==> src/rtl/reg_file_mp.sv <==
// Multi-read-port register file for the multi-cycle MIPS datapath: one decoded
// write port, post-reset clearing sweep, optional write-first bypass and a pending scoreboard.
module reg_file_mp #(
    parameter int DATA_W      = 32,
    parameter int ADDR_W      = 5,
    parameter int NUM_READ    = 2,
    parameter int LINK_REG    = 31,
    parameter int ZERO_REG_EN = 1,
    parameter int BYPASS_EN   = 1
) (
    input  logic                         clk,
    input  logic                         rst,
    output logic                         ready,
    input  logic                         wr_en,
    input  logic [1:0]                   wr_dst_sel,
    input  logic                         wr_src_sel,
    input  logic [ADDR_W-1:0]            rt_addr,
    input  logic [ADDR_W-1:0]            rd_addr,
    input  logic [DATA_W-1:0]            wr_data,
    input  logic [DATA_W-1:0]            pc_in,
    input  logic [NUM_READ*ADDR_W-1:0]   rd_addr_bus,
    output logic [NUM_READ*DATA_W-1:0]   rd_data_bus,
    input  logic                         pend_set,
    input  logic [ADDR_W-1:0]            pend_addr,
    output logic [NUM_READ-1:0]          pend_bus,
    output logic                         wr_drop
);

    localparam int                DEPTH     = 2 ** ADDR_W;
    localparam logic [ADDR_W-1:0] LINK_ADDR = ADDR_W'(LINK_REG);
    localparam logic [ADDR_W-1:0] LAST_ADDR = ADDR_W'(DEPTH - 1);
    localparam bit                ZERO_EN   = (ZERO_REG_EN != 0);
    localparam bit                BYP_EN    = (BYPASS_EN != 0);

    localparam logic [0:0] ST_INIT = 1'b0;
    localparam logic [0:0] ST_RUN  = 1'b1;

    logic [0:0]        state_q;
    logic [ADDR_W-1:0] cnt_q;
    logic [DATA_W-1:0] regs [DEPTH];
    logic [DEPTH-1:0]  pend_q;
    logic [DEPTH-1:0]  pend_nxt;

    logic              run;
    logic [ADDR_W-1:0] wdest;
    logic [DATA_W-1:0] wval;
    logic              do_write;

    assign run   = (state_q == ST_RUN);
    assign ready = run;

    // Destination decode and write qualification; the link value wraps modulo 2**DATA_W.
    always_comb begin
        // NOTE: every combinational output gets a default first so no path leaves it unassigned (no latch).
        wdest = LINK_ADDR;
        case (wr_dst_sel)
            2'b01:   wdest = rt_addr;
            2'b10:   wdest = rd_addr;
            default: wdest = LINK_ADDR;
        endcase
        wval     = wr_src_sel ? wr_data : pc_in + DATA_W'(4);
        do_write = run && wr_en && (wr_dst_sel != 2'b11) && !(ZERO_EN && (wdest == '0));
    end

    assign wr_drop = wr_en && !do_write;

    always_ff @(posedge clk) begin
        // NOTE: sequential state uses non-blocking assignments so every flop samples pre-edge values.
        if (rst) begin
            state_q <= ST_INIT;
            cnt_q   <= '0;
        end else if (state_q == ST_INIT) begin
            cnt_q <= cnt_q + ADDR_W'(1);
            if (cnt_q == LAST_ADDR) begin
                state_q <= ST_RUN;
            end
        end
    end

    // NOTE: the array has no reset term; the INIT sweep clears one entry per cycle instead.
    always_ff @(posedge clk) begin
        if (!rst) begin
            if (!run) begin
                regs[cnt_q] <= '0;
            end else if (do_write) begin
                regs[wdest] <= wval;
            end
        end
    end

    // Clear is applied before set so a same-cycle reissue of a load keeps the bit pending.
    always_comb begin
        pend_nxt = pend_q;
        if (do_write) begin
            pend_nxt[wdest] = 1'b0;
        end
        if (run && pend_set && !(ZERO_EN && (pend_addr == '0))) begin
            pend_nxt[pend_addr] = 1'b1;
        end
    end

    always_ff @(posedge clk) begin
        if (rst) begin
            pend_q <= '0;
        end else begin
            pend_q <= pend_nxt;
        end
    end

    logic [ADDR_W-1:0] port_addr;
    logic              byp_hit;

    always_comb begin
        rd_data_bus = '0;
        pend_bus    = '0;
        port_addr   = '0;
        byp_hit     = 1'b0;
        for (int k = 0; k < NUM_READ; k++) begin
            port_addr = rd_addr_bus[k*ADDR_W +: ADDR_W];
            byp_hit   = BYP_EN && do_write && (wdest == port_addr);
            if (run) begin
                if (ZERO_EN && (port_addr == '0)) begin
                    rd_data_bus[k*DATA_W +: DATA_W] = '0;
                end else if (byp_hit) begin
                    rd_data_bus[k*DATA_W +: DATA_W] = wval;
                end else begin
                    rd_data_bus[k*DATA_W +: DATA_W] = regs[port_addr];
                end
                pend_bus[k] = pend_q[port_addr] && !byp_hit;
            end
        end
    end

endmodule
==> config.mk <==
export PLATFORM = sky130hd
export DESIGN_NAME = reg_file_mp
export DESIGN_NICKNAME = d
export VERILOG_FILES = /design/src/rtl/reg_file_mp.sv
export SDC_FILE = /design/constraint.sdc
export NUM_CORES = 2
export LEC_CHECK = 0
export ABC_AREA = 1
export BUFFER_PORTS_ARGS = -buffer_cell sky130_fd_sc_hd__buf_2
export CORE_UTILIZATION = 50
export DETAILED_ROUTE_END_ITERATION = 12
export GPL_TIMING_DRIVEN = 0
export PLACE_DENSITY = 0.66
export REMOVE_ABC_BUFFERS = 1
export SLEW_MARGIN = 10
export SYNTH_ARGS = -nofsm -noshare
export SYNTH_HDL_FRONTEND = slang
export SYNTH_SLANG_ARGS = --single-unit
==> constraint.sdc <==
create_clock -name clk -period 8.3 [get_ports clk]
set_input_delay 1.245 -clock clk [delete_from_list [all_inputs] [get_ports clk]]
set_output_delay 1.245 -clock clk [all_outputs]
set_load 0.01 [all_outputs]
== Word-level counts from Yosys, hierarchy flattened ==
Memories as Yosys holds them, arrays and structs flattened.
Index checks and enable logic that the tools add are counted.
Operators by class
  multiply operators: 0
  $add $sub $neg: 2
  magnitude comparators: 6
  divide/modulo/power cells: 0
  multiplexer cells: 32
  reductions and logical operators: 22
  eq/ne operators: 6
  bitwise gates (word level): 3
  shift operators: 0
Operators with widths (count)
  32-bit two-way mux: 10
  32-bit by 3-bit adder with 32-bit output (second input constant): 1
  32-bit AND: 1
  32-bit inverter: 1
  32-bit bitwise OR: 1
  32-bit OR reduction: 1
  5-bit by 6-bit less-than comparator with 1-bit output (second input constant): 4
  5-bit zero test: 4
  1-bit two-way mux: 16
  1-bit logical AND: 12
  1-bit binary-select mux with 5-bit select: 2
  1-bit demux with 5-bit select: 2
  5-bit equality test: 2
  5-bit by 1-bit >= comparator with 1-bit output (second input constant): 2
  5-bit case mux with 2 select lines: 1
  5-bit by 1-bit adder with 5-bit output (second input constant): 1
  5-bit equality test (second input constant): 1
  1-bit zero test: 5
  5-bit two-way mux: 1
  2-bit by 1-bit equality test with 1-bit output (second input constant): 1
  2-bit equality test (second input constant): 1
  2-bit != test (second input constant): 1
Word-level totals
  output and inout port bits: 68
  flip-flop bits (word level): 38
  memories kept: 1
  latch bits: 0
  ROM bits: 0
  memory bits (writable): 1024
Memories
  regs: words 32, bits a word 32, rd ports 2, clocked after memory_dff 0, write ports 1, RTL line 40  | logic [DATA_W-1:0] regs [DEPTH];

== Longest topological paths before layout ==
  word-level depth: 11
  mapped depth: 15
  mapped depth without buffers: 14

== Worst setup path before layout ==
No wires, ideal clock.
  kind: input-to-reg
  start: input port wr_dst_sel[0]
  end: memory regs[12][0] (enable)
  buffers on the path: 1
  data arrival time: 4.059 ns
  setup slack: 3.820 ns
  library setup time: 0.421 ns
  stages: 12
  cell sequence: inv_1 > ha_1 > inv_4 > nand3_2 > nor2_1 > nand3_2 > nand3_2 > buf_6 > nand2_1 > nand2_2 > nand3_2 > nor2_1
On the way
  word-level cells in the longest chain between the ends: 11
  elaborated cells between the ends (all ways): 15
Ends and longest elaborated chain
  start, declared: RTL line 15  | input logic [1:0] wr_dst_sel,
  2-bit equality test or 2-bit by 1-bit equality test with 1-bit output (tied branches): RTL line 56  | case (wr_dst_sel)
  5-bit case mux with 2 select lines: RTL line 56
  5-bit zero test: RTL line 62  | do_write = run && wr_en && (wr_dst_sel != 2'b11) && !(ZERO_EN && (wdest == '0));
  1-bit zero test: RTL line 62
  1-bit logical AND: RTL line 62
  1-bit two-way mux: RTL line 85  | end else if (do_write) begin
  1-bit two-way mux: RTL line 83  | if (!run) begin
  1-bit two-way mux: RTL line 82  | if (!rst) begin
  1-bit two-way mux (implied by the code): RTL line 86  | regs[wdest] <= wval;
  32-bit OR reduction (no source line)
  5-bit two-way mux (no source line) or 1-bit two-way mux (tied branches)
  end, declared: RTL line 40
Parallel ways exist; a longest one is shown, timed or not.

== Worst setup path after layout ==
  start: input port rd_addr_bus[7]
  end: output port rd_data_bus[52]
On the way
  word-level cells in the longest chain between the ends: 5
  elaborated cells between the ends (all ways): 7
Ends and longest elaborated chain
  start, declared: RTL line 21  | input logic [NUM_READ*ADDR_W-1:0] rd_addr_bus,
  parallel branches: the longest is 3 deep, another holds memory read 32 x 32 bit
  32-bit two-way mux (*): RTL line 122  | if (ZERO_EN && (port_addr == '0)) begin
  32-bit two-way mux (*): RTL line 121  | if (run) begin
  end, declared: RTL line 22  | output logic [NUM_READ*DATA_W-1:0] rd_data_bus,
Every way passes the cells marked *.

==> results.md <==
- Status: complete, no violations
- Post-Syn Area: about 57000 um^2
- Drc violations: 0
- RePlAce Congestion: approximately 0.85
- Yosys warning count: 0
- Slew @ Worst Pin: between 1000 and 1500 ps
- Peak supply drop: 168.8 uV
- Number of enable flip-flop cells after synthesis: 1024
- Final Non-Filler Cells: between 8000 and 9000
- CP Data Required Time: 7050 ps
- TritonCTS buffer count: around 110
- Row count: approximately 120
- Min Hold Slack: 454.4 ps
- Cts hold-fix bufs: 0
- Leak pwr: roughly 26 nW
- Worst setup margin: 1373 ps
- Worst Hold End: pend_q[0]
- Fin Clk Skew: 23.18 ps
- Maximum clock rate: approximately 140 MHz
- Most frequent cell after synthesis: nand2_1
- Pwr/cell area: roughly 190 nW/um^2
- Post-DP HPWL: approximately 120 mm
- Synthesis-to-finish area growth: 14.30%
- Clk Latency, worst-skew pair: around 710 ps
- Multi-input logic area: around 22000 um^2
- Reg2reg start: ready
- Total GRT Usage: 0.3641
- CP Launch Type: primary input
- Final wirelength: between 200 and 250 mm
- Place WS: 1239 ps
- Reg2Reg Setup Slack: around 3200 ps
- PostCTS Resize Cnt: 0
- Core area: roughly 110000 um^2
- H-tree depth: 3
- Routed WL per cell: roughly 26 um
- Async SR Flop Fraction: 0
- Fin crit share: 0.8346
- CTS tree: done
- Unrepaired setup endpoints after global routing: false
- Max Slew Vio Count: 0
- Crit Path Max Fanout: 78
- CTS Sinks: ~1100
- Hold Startpoint: pend_q[0]
- Total power: approximately 12 mW
- Setup Fix Bufs, Post-CTS: 0
- Clock root buffer: clkbuf_16
- Hold Vio Cnt, Final: 0
- Layout cells sized above 1: 0.09147
- Number of library cell types mapped by synthesis: 39
- DRT iter0 DRCs: 8369
- DRT Pass-1 Iters: 9
- Type of the most critical hold path: register to register
- Detailed-route via count: approximately 53000
- Vias per inst: about 6.2
- Relative slew slack: 0.1910
- Finished Core Util: 0.5773
- Area contributors post-synth: edfxtp_1 54%, nand2_1 16%, nand3_1 14%
- Layout Nets: 6970
- Worst Path Arrival: between 5000 and 6000 ps
- FF-to-FF End: regs[24][22]
- Hold Path Stages: 2
- Port Buf Inserts: about 160
- Max-cap viol count: 0
- Initial core utilization: 0.5051
- Overflow left after global routing: 0
- Top cell type's share of synthesized area: 0.5397
- Die H: 339.6 um
- CP Capture Type: primary output
- Top post-synthesis cells by count: 2438 x nand2_1, 1614 x nand3_1, 1024 x edfxtp_1
- Post-Syn Instances: a little under 7000
- Pin count of the biggest net entering global routing: 143
- First-pass GRT wire length: 309.2 mm
- Seq/Total Area, Yosys: 0.5530
- Syn avg cell area: 8.227 um^2
- Crit Path Category: primary input to primary output
- Worst-case clock buffer depth: 3
- Register area: around 32000 um^2
- Die Span X: ~340 um
- Antenna violations before repair: 6
- Placed instance count: 8255
- Ys flop type: edfxtp_1
- Number of top-level pins: between 150 and 200
- Leading area contributor after synthesis: edfxtp_1
- Reg2Reg Depth: 8
- Antenna-violating nets left: 0
- Synthesized flop and latch total: about 1100
- Inserted Diodes: 0
- Fillers: roughly 9500
- Via count of the first global-routing pass: roughly 49000
- Worst-path clk slew: approximately 60 ps
- Minimum clock period after layout: 6927 ps
- Die footprint: 115300 um^2
- Final Setup Violations: 0
-- flip-flops by register name, summed over array words and instances, names as in the netlist --
signal,count
regs,1024
cnt_q,5
pend_q,32
ready,1
-- worst max-delay path by stage --
stage / start / endpoint / depth (start not counted) / slack, ps
final: rd_addr_bus[7] / rd_data_bus[52] / 11 / 1370
after global routing: rd_addr_bus[1] / rd_data_bus[26] / 15 / 1420
after CTS: rd_addr_bus[7] / rd_data_bus[52] / 11 / 1230
after floorplan: rd_addr_bus[0] / rd_data_bus[15] / 8 / -2140
after detailed placement: rd_addr_bus[7] / rd_data_bus[52] / 11 / 1240
after global placement: rd_addr_bus[0] / rd_data_bus[17] / 10 / -39360
-- routing by layer --
metal / GRT usage / vias to the layer above / part of all wire
met4: 0.1984 / 6 / 0.057
met1: 0.4787 / 24670 / 0.36
li1: - / 23250 / -
met3: 0.07908 / 788 / 0.15
met2: 0.5624 / 4152 / 0.44
met5: 0 / - / 0.00018
-- final cells by class --
class / instances / area share
clock buffers: 141 / 0.04696
repair buffers: 312 / 0.06448
inverters: 362 / 0.02173
well taps: 1500 / 0.02882
flip-flops and latches: 1062 / 0.4839
multi-input cells: 5019 / 0.3438
clock inverters: 68 / 0.01037
-- power breakdown --
group	internal, mW	switching (mW)
Combinational	0.376	0.940
Sequential	5.83	0.0145
Clock	3.02	2.14
Total	9.22	3.10
-- cell usage in the layout, fill, tap and decap left out, drive strengths merged, types with 2 or more instances in the layout --
cell,synthesis,final
a211oi,6,6
a21oi,148,148
buf,333,312
bufinv,0,14
clkbuf,150,141
clkinv,2,54
dfxtp,38,38
edfxtp,1024,1024
ha,6,6
inv,360,361
mux2i,3,3
nand2,2445,2445
nand3,1630,1630
nand4,19,19
nor2,404,404
nor3,17,17
o211ai,28,28
o21ai,255,255
o21bai,2,2
or2,45,45
xor2,3,3
-- cell families after synthesis --
kind of cell | Yosys count | share of synthesized area
buffers and inverters | 845 | 0.06177
muxes | 3 | 0.0005271
AOI/OAI and AO/OA | 443 | 0.04063
adders and majority gates | 6 | 0.001318
and+or+nand+nor | 4563 | 0.3421
xor gates and xnor gates | 4 | 0.0006150
DFF | 1062 | 0.5530
-- worst max-delay path: stages --
cell and delay (ps):
buf_8 450, buf_16 480, inv_8 430, buf_16 370, nand2_1 150, nand2_1 70, nor3_1 280, nand3_4 690
a21oi_1 760, nor2_1 210, buf_2 190
-- through the flow --
step | area, um^2 | TNS [ps]
2_1_floorplan | 54820 | -66190
3_3_place_gp | 57510 | -3622540
3_5_place_dp | 61380 | 0
4_1_cts | 65120 | 0
5_1_grt | 65120 | 0
6_report | 65120 | 0
Power figures use the tool's default switching activity.
